$ cat config.mk
export PLATFORM = sky130hd
export DESIGN_NAME = washer_panel
export DESIGN_NICKNAME = d
export VERILOG_FILES = /design/src/rtl/washer_panel.sv
export SDC_FILE = /design/constraint.sdc
export NUM_CORES = 1
export LEC_CHECK = 0
export ABC_AREA = 1
export BUFFER_PORTS_ARGS = -buffer_cell sky130_fd_sc_hd__buf_2
export CAP_MARGIN = 5
export CORE_ASPECT_RATIO = 0.7
export CORE_MARGIN = 4
export CORE_UTILIZATION = 48
export CTS_BUF_LIST = sky130_fd_sc_hd__clkbuf_2
export DETAILED_ROUTE_END_ITERATION = 12
export PLACE_DENSITY = 0.68
export SLEW_MARGIN = 5
export SYNTH_ARGS = -nofsm -noshare
export SYNTH_HDL_FRONTEND = slang
export SYNTH_SLANG_ARGS = --single-unit
$ cat constraint.sdc
create_clock -name clk -period 1.4 [get_ports clk]
set_input_delay 0.07 -clock clk [delete_from_list [all_inputs] [get_ports clk]]
set_output_delay 0.07 -clock clk [all_outputs]
set_load 0.01 [all_outputs]
$ cat src/rtl/washer_panel.sv
// washer_panel: synchronises and debounces panel inputs, then runs the SETUP/RUN/PAUSED panel FSM
module washer_panel #(
  parameter int DEBOUNCE_CYCLES = 4
) (
  input  logic       clk,
  input  logic       reset,
  input  logic       btn_start_raw,
  input  logic       btn_pause_raw,
  input  logic       btn_mode_raw,
  input  logic       sw_cover_raw,
  input  logic       sw_water_raw,
  input  logic       done,
  output logic       start,
  output logic       pause,
  output logic [1:0] mode,
  output logic       cover_closed,
  output logic       water_connected,
  output logic       run_led,
  output logic       reject,
  output logic [6:0] mode_seg
);
  localparam int CW = $clog2(DEBOUNCE_CYCLES + 1);
  typedef enum logic [1:0] {SETUP, RUN, PAUSED} state_t;
  logic [4:0] w_raw, r_s1, r_s2, r_deb;
  logic [2:0] r_deb_q, r_arm, w_press;
  logic [1:0] r_live, r_mode;
  logic [CW-1:0] r_cnt [5];
  state_t r_state, w_next;
  logic r_start, r_pause, r_run_led, r_reject, w_ok, w_rej;
  assign w_raw = {sw_water_raw, sw_cover_raw, btn_mode_raw, btn_pause_raw, btn_start_raw};
  // a button only counts once it has been seen released after reset, so a held button cannot fire
  always_ff @(posedge clk) begin
    if (reset) begin
      r_s1 <= '0;
      r_s2 <= '0;
      r_deb <= '0;
      r_deb_q <= '0;
      r_arm <= '0;
      r_live <= '0;
      for (int i = 0; i < 5; i++) r_cnt[i] <= '0;
    end else begin
      r_s1 <= w_raw;
      r_s2 <= r_s1;
      r_deb_q <= r_deb[2:0];
      r_live <= {r_live[0], 1'b1};
      r_arm <= r_arm | ({3{r_live[1]}} & ~r_s2[2:0]);
      for (int i = 0; i < 5; i++) begin
        if (r_s2[i] == r_deb[i]) r_cnt[i] <= '0;
        else if (r_cnt[i] == CW'(DEBOUNCE_CYCLES - 1)) begin
          r_deb[i] <= r_s2[i];
          r_cnt[i] <= '0;
        end else r_cnt[i] <= r_cnt[i] + CW'(1);
      end
    end
  end
  assign w_press = r_deb[2:0] & ~r_deb_q & r_arm;
  assign w_ok = r_deb[3] & r_deb[4];
  always_comb begin
    w_next = (r_state == SETUP) ? ((w_press[0] && w_ok) ? RUN : SETUP) :
             (r_state == RUN) ? (done ? SETUP : (!w_ok || w_press[1]) ? PAUSED : RUN) :
             (r_state == PAUSED) ? (w_press[1] ? SETUP : (w_press[0] && w_ok) ? RUN : PAUSED) :
             SETUP;
    w_rej = w_press[0] && !w_ok && (r_state == SETUP || (r_state == PAUSED && !w_press[1]));
  end
  always_ff @(posedge clk) begin
    if (reset) begin
      r_state <= SETUP;
      r_mode <= 2'd0;
      r_start <= 1'b0;
      r_pause <= 1'b0;
      r_run_led <= 1'b0;
      r_reject <= 1'b0;
    end else begin
      r_state <= w_next;
      r_start <= w_next == RUN;
      r_pause <= w_next == PAUSED;
      r_run_led <= w_next == RUN;
      r_reject <= w_rej;
      if (r_state == SETUP && w_next == SETUP && w_press[2])
        r_mode <= (r_mode == 2'd2) ? 2'd0 : r_mode + 2'd1;
    end
  end
  always_comb begin
    mode_seg = (r_mode == 2'd0) ? 7'b1111001 :
               (r_mode == 2'd1) ? 7'b0100100 :
               (r_mode == 2'd2) ? 7'b0110000 : 7'b1111111;
  end
  assign start = r_start;
  assign pause = r_pause;
  assign mode = r_mode;
  assign run_led = r_run_led;
  assign reject = r_reject;
  assign cover_closed = r_deb[3];
  assign water_connected = r_deb[4];
endmodule

# After elaboration in Yosys (flattened, before gate mapping)

Memory sizes are Yosys's and may differ from the RTL's.
Cells that the tools add are included.

Add/sub/neg operators: 6
Eq/ne operators: 16
Muxes and demuxes: 85
Bitwise operators: 27
Reductions and logical operators: 18

Operators with widths:

| cell                | number |
|---|---|
| $mux 1              | 59 |
| $mux 3              | 15 |
| $mux 7              | 3 |
| $mux 2              | 8 |
| $add 3x1->3 const B | 5 |
| $eq 3x2->1 const B  | 5 |
| $or 1x1->1          | 15 |
| $reduce_and 2->1    | 5 |
| $and 3x3->3         | 3 |
| $eq 2x1->1 const B  | 3 |
| $eq 2x2->1 const B  | 3 |
| $logic_and 1x1->1   | 6 |
| $logic_not 2->1     | 3 |
| $not 3->3           | 2 |
| $eq 1x1->1          | 5 |
| $not 1->1           | 5 |
| $or 3x3->3          | 1 |
| $add 2x1->2 const B | 1 |
| $logic_not 1->1     | 2 |
| $logic_or 1x1->1    | 2 |
| $and 1x1->1         | 1 |

Bits in registers: 30
Memory bits (writable): 15
Bits of input ports: 8
Output and inout bits: 15
Word-level logic and storage cells: 169
Memories: 1

Memories:

| memory | depth | bits a word | read ports | clocked after memory_dff | wr ports | RTL line | source |
|---|---|---|---|---|---|---|---|
| r_cnt  | 5     | 3           | 5          | 0                        | 5        | 27       | `logic [CW-1:0] r_cnt [5];` |

# Logic depth before layout (Yosys ltp)

Word-level depth: 12
Gate-level depth with buffers: 6
Depth with buffers taken out: 6

# Worst setup path after synthesis

OpenSTA, ideal clock, no wires.

Path kind: register to register
From: memory r_cnt[4][0] in the netlist's numbering
To: memory r_cnt[4][0] in the netlist's numbering, data pin
Setup time: 0.140 ns
Arrival: 1.073 ns
Required time: 1.260 ns
Setup slack: 0.187 ns
Cell stages (with the launch flop): 6
Path buffers: 0
Period minus slack after synthesis: 1.213 ns
Path through: edfxtp_1 ha_1 ha_1 a21oi_1 o211ai_1 nor2_1

RTL lines:

| item               | RTL line |
|---|---|
| start: declaration | 27 |

# Final worst setup path

From: register r_mode[1] (netlist: mode[1])
To: output mode_seg[2]

Cells in the longest elaborated chain, start to end: 4
Elaborated cells between the ends (all ways): 6
Those cells by class: eq/ne (2); mux (3); reduce/logical (1)

RTL lines:

| item                     | RTL line | source |
|---|---|---|
| start: declaration       | 26       | `logic [1:0] r_live, r_mode;` |
| start signal: assignment | 80       | `r_mode <= (r_mode == 2'd2) ? 2'd0 : r_mode + 2'd1;` |
| $eq 2x2->1               | 86       | `(r_mode == 2'd2) ? 7'b0110000 : 7'b1111111;` |
| $mux 7                   | 86       |  |
| $mux 7                   | 85       | `(r_mode == 2'd1) ? 7'b0100100 :` |
| $mux 7 *                 | 84       | `mode_seg = (r_mode == 2'd0) ? 7'b1111001 :` |
| end: declaration         | 20       | `output logic [6:0] mode_seg` |

Every way passes the cells marked *; elsewhere a longest branch is shown, timed or not.

==> results.toml <==
[power]
finalPower_mw = 2.28
seq_power_share_pct = 62.8
power_density_nw_per_um2 = 1000
ir_drop_uv = 563
intPower_mw = 1.77
p_comb_share_pct = 6.7
leakagePower_nw = 1.03
power_switching_share_pct = 22.1
clockPowerShare_pct = 30.5
p_sw_mw = 0.502

[grt]
grt_busiest_layer = "met2"
use_met2_pct = 18.6
grt_use_met3_pct = 4.52
grt_start_max_net_pins = 23
grt_use_total_pct = 12.8
grt_pass1_wl_um = 4700
antenna_found_initial = 0
use_met1_pct = 17.3
gr-total-overflow = 0
grt_pass1_vias = 1117

[timing]
setup_viol = 0
drv_slew = 0
timing.hold.ws_ns = 0.0474
fin_skew_ns = 0.0160
tns_ns = 0
rsz0062_at_grt = "yes"
hold_violations = 0
max_freq_mhz = 761
layout_min_cycle_time_ns = 1.31
min_period_over_period_pct = 93.8
fin_ws_ns = 0.0865

[drt]
viasPerCell = 4.35
vias = 1288
first_pass_iters = 4
drc = 0
wl_per_cell_um = 9.34
drtIter0Drc = 75
ant_nets = 0
routed_wirelength_um = 2770

[worst_setup_path]
crit_path_end_kind = "primary output"
path_max_fanout = 4
required_ns = 1.33
crit_type = "flop to primary output"
reg2reg_from = "r_cnt[0][0]$_SDFFCE_PN0P_"
ff2ff_path_depth = 5
cp_data_arrival_time_ns = 1.24
r2r_slack_ns = 0.10
worstSetupEndpoint = "mode_seg[2]"
crit_path_start = "mode[1]$_SDFFE_PP0P_"
reg2reg_to = "r_cnt[0][2]$_SDFFCE_PN0P_"
critPathLaunchType = "flop"

[clock_network]
cts_sinks = 45
cts_tree = "done"
cts_max_level = 2
cts-root-buf = "clkbuf_2"
cts_buffers = 5
clkLatencyLatePin_ns = 0.39
cts.clk_slew.worst_paths_ns = 0.22
clock_path_buffers = 2

[run]
maxCapViolations = 0

[synthesis]
yosysWarnings = 0
synth_seq_cells = 45
synth_cell_types = 18
syn-cell-area_um2 = 1850
syn_area_per_cell_um2 = 9.29
yosysSeqAreaShare_pct = 56.9
syn_inst = 199

[cells_and_area]
fin_area_um2 = 2270
fin_cells = 296
nNetsFinal = 269
antenna_cells = 0
area_growth_pct = 22.7
utilization_pct = 63.0
layout_commonest_cell = "nor2_1"
drive_above_1_share_pct = 22.0
mostFrequentLayoutCells = "nor2_1 (40), inv_1 (37), dfxtp_1 (28)"

[place]
post-place-ws_ns = 0.0689
dp_cells = 279
placed_area_um2 = 2040
hpwl_um = 1890
port_buffers = 21
gp_congestion = 0.784

[floorplanning]
core_area_um2 = 3600
ios = 23
die_w_um = 82.2
die_area_um2 = 4920
start_util_pct = 51.3
fp-row-count = 18
die_y_um = 59.9

[min_path]
min_path_type = "input pin to flop"

[outcome]
status = "finished clean"
state kept, by name (all words and copies together), names as in the netlist:
register  cells
r_cnt        15
r_deb         5
r_s1          5
r_s2          5
r_arm         3
r_deb_q       3
mode          2
r_live        2
r_state       2
pause         1
reject        1
run_led       1
worst min path at each step:
| stage | from | end | cells past startpoint |
|---|---|---|---|
| floorplan | reset | pause$_SDFF_PP0_ | 1 |
| global placement | btn_pause_raw | r_s1[1]$_SDFF_PP0_ | 3 |
| detailed placement | btn_mode_raw | r_s1[2]$_SDFF_PP0_ | 3 |
| CTS | reset | r_live[0]$_DFF_P_ | 2 |
| global route | reset | r_live[0]$_DFF_P_ | 2 |
| finish | reset | r_live[0]$_DFF_P_ | 2 |
power groups by stage:
stage	Clock [mW]	Sequential, mW	Combinational, mW
after floorplan	0	1.45	0.0925
after CTS	0.725	1.43	0.139
after global routing	0.789	1.44	0.178
after detailed placement	0	1.46	0.124
final	0.696	1.43	0.151
after global placement	0	1.46	0.120
per-layer routing:
layer / wire length (um) / up-vias
met5: 0 / -
met4: 42 / 0
met3: 166 / 7
met2: 1120 / 32
met1: 1430 / 551
li1: - / 698
critical path: stages (launching register included):
cell and delay, ns:
dfxtp_2 0.38, buf_6 0.12, ha_2 0.15, nor2_1 0.09, buf_2 0.13
cell usage after synthesis (all sizes together):
master | instances | area share, %
o211ai | 5 | 2.0
nand3 | 7 | 1.9
nand2 | 11 | 2.4
edfxtp | 15 | 24
ha | 16 | 11
inv | 41 | 8.3
nor2 | 41 | 8.5
conb | 1 | 0.20
clkbuf | 2 | 0.41
clkinv | 1 | 0.20
o21ai | 5 | 1.4
nor3 | 1 | 0.27
a21oi | 18 | 4.9
dfxtp | 30 | 32
buf | 5 | 1.9
layout make-up:
class	instances	area, um2
inverters	42	160
multi-input cells	120	723
repair buffers	31	203
fillers	322	1340
flip-flops and latches	45	1060
clock inverters	2	33.8
clock buffers	6	30.0
well taps	50	62.6
cells by family (layout without fill, tap and decap cells):
group,after synthesis,after routing,share of synthesized area (%)
AOI/OAI and AO/OA,28,28,8.26
adders and majority gates,16,16,10.8
buffers and inverters,49,81,10.8
DFF,45,45,56.9
other,1,16,0.203
and+or+nand+nor,60,60,13.0
repair_timing:
| item | in CTS | in global routing |
|---|---|---|
| setup buffers | 2 | 1 |
| endpoints found under the setup margin | 4 | 18 |
| hold buffers | 6 | 0 |
| pin swaps | 1 | 9 |
| endpoints found under the hold margin | 9 | 0 |
| gates resized for setup | 5 | 21 |
No activity file was read; power rests on OpenSTA's default activity.
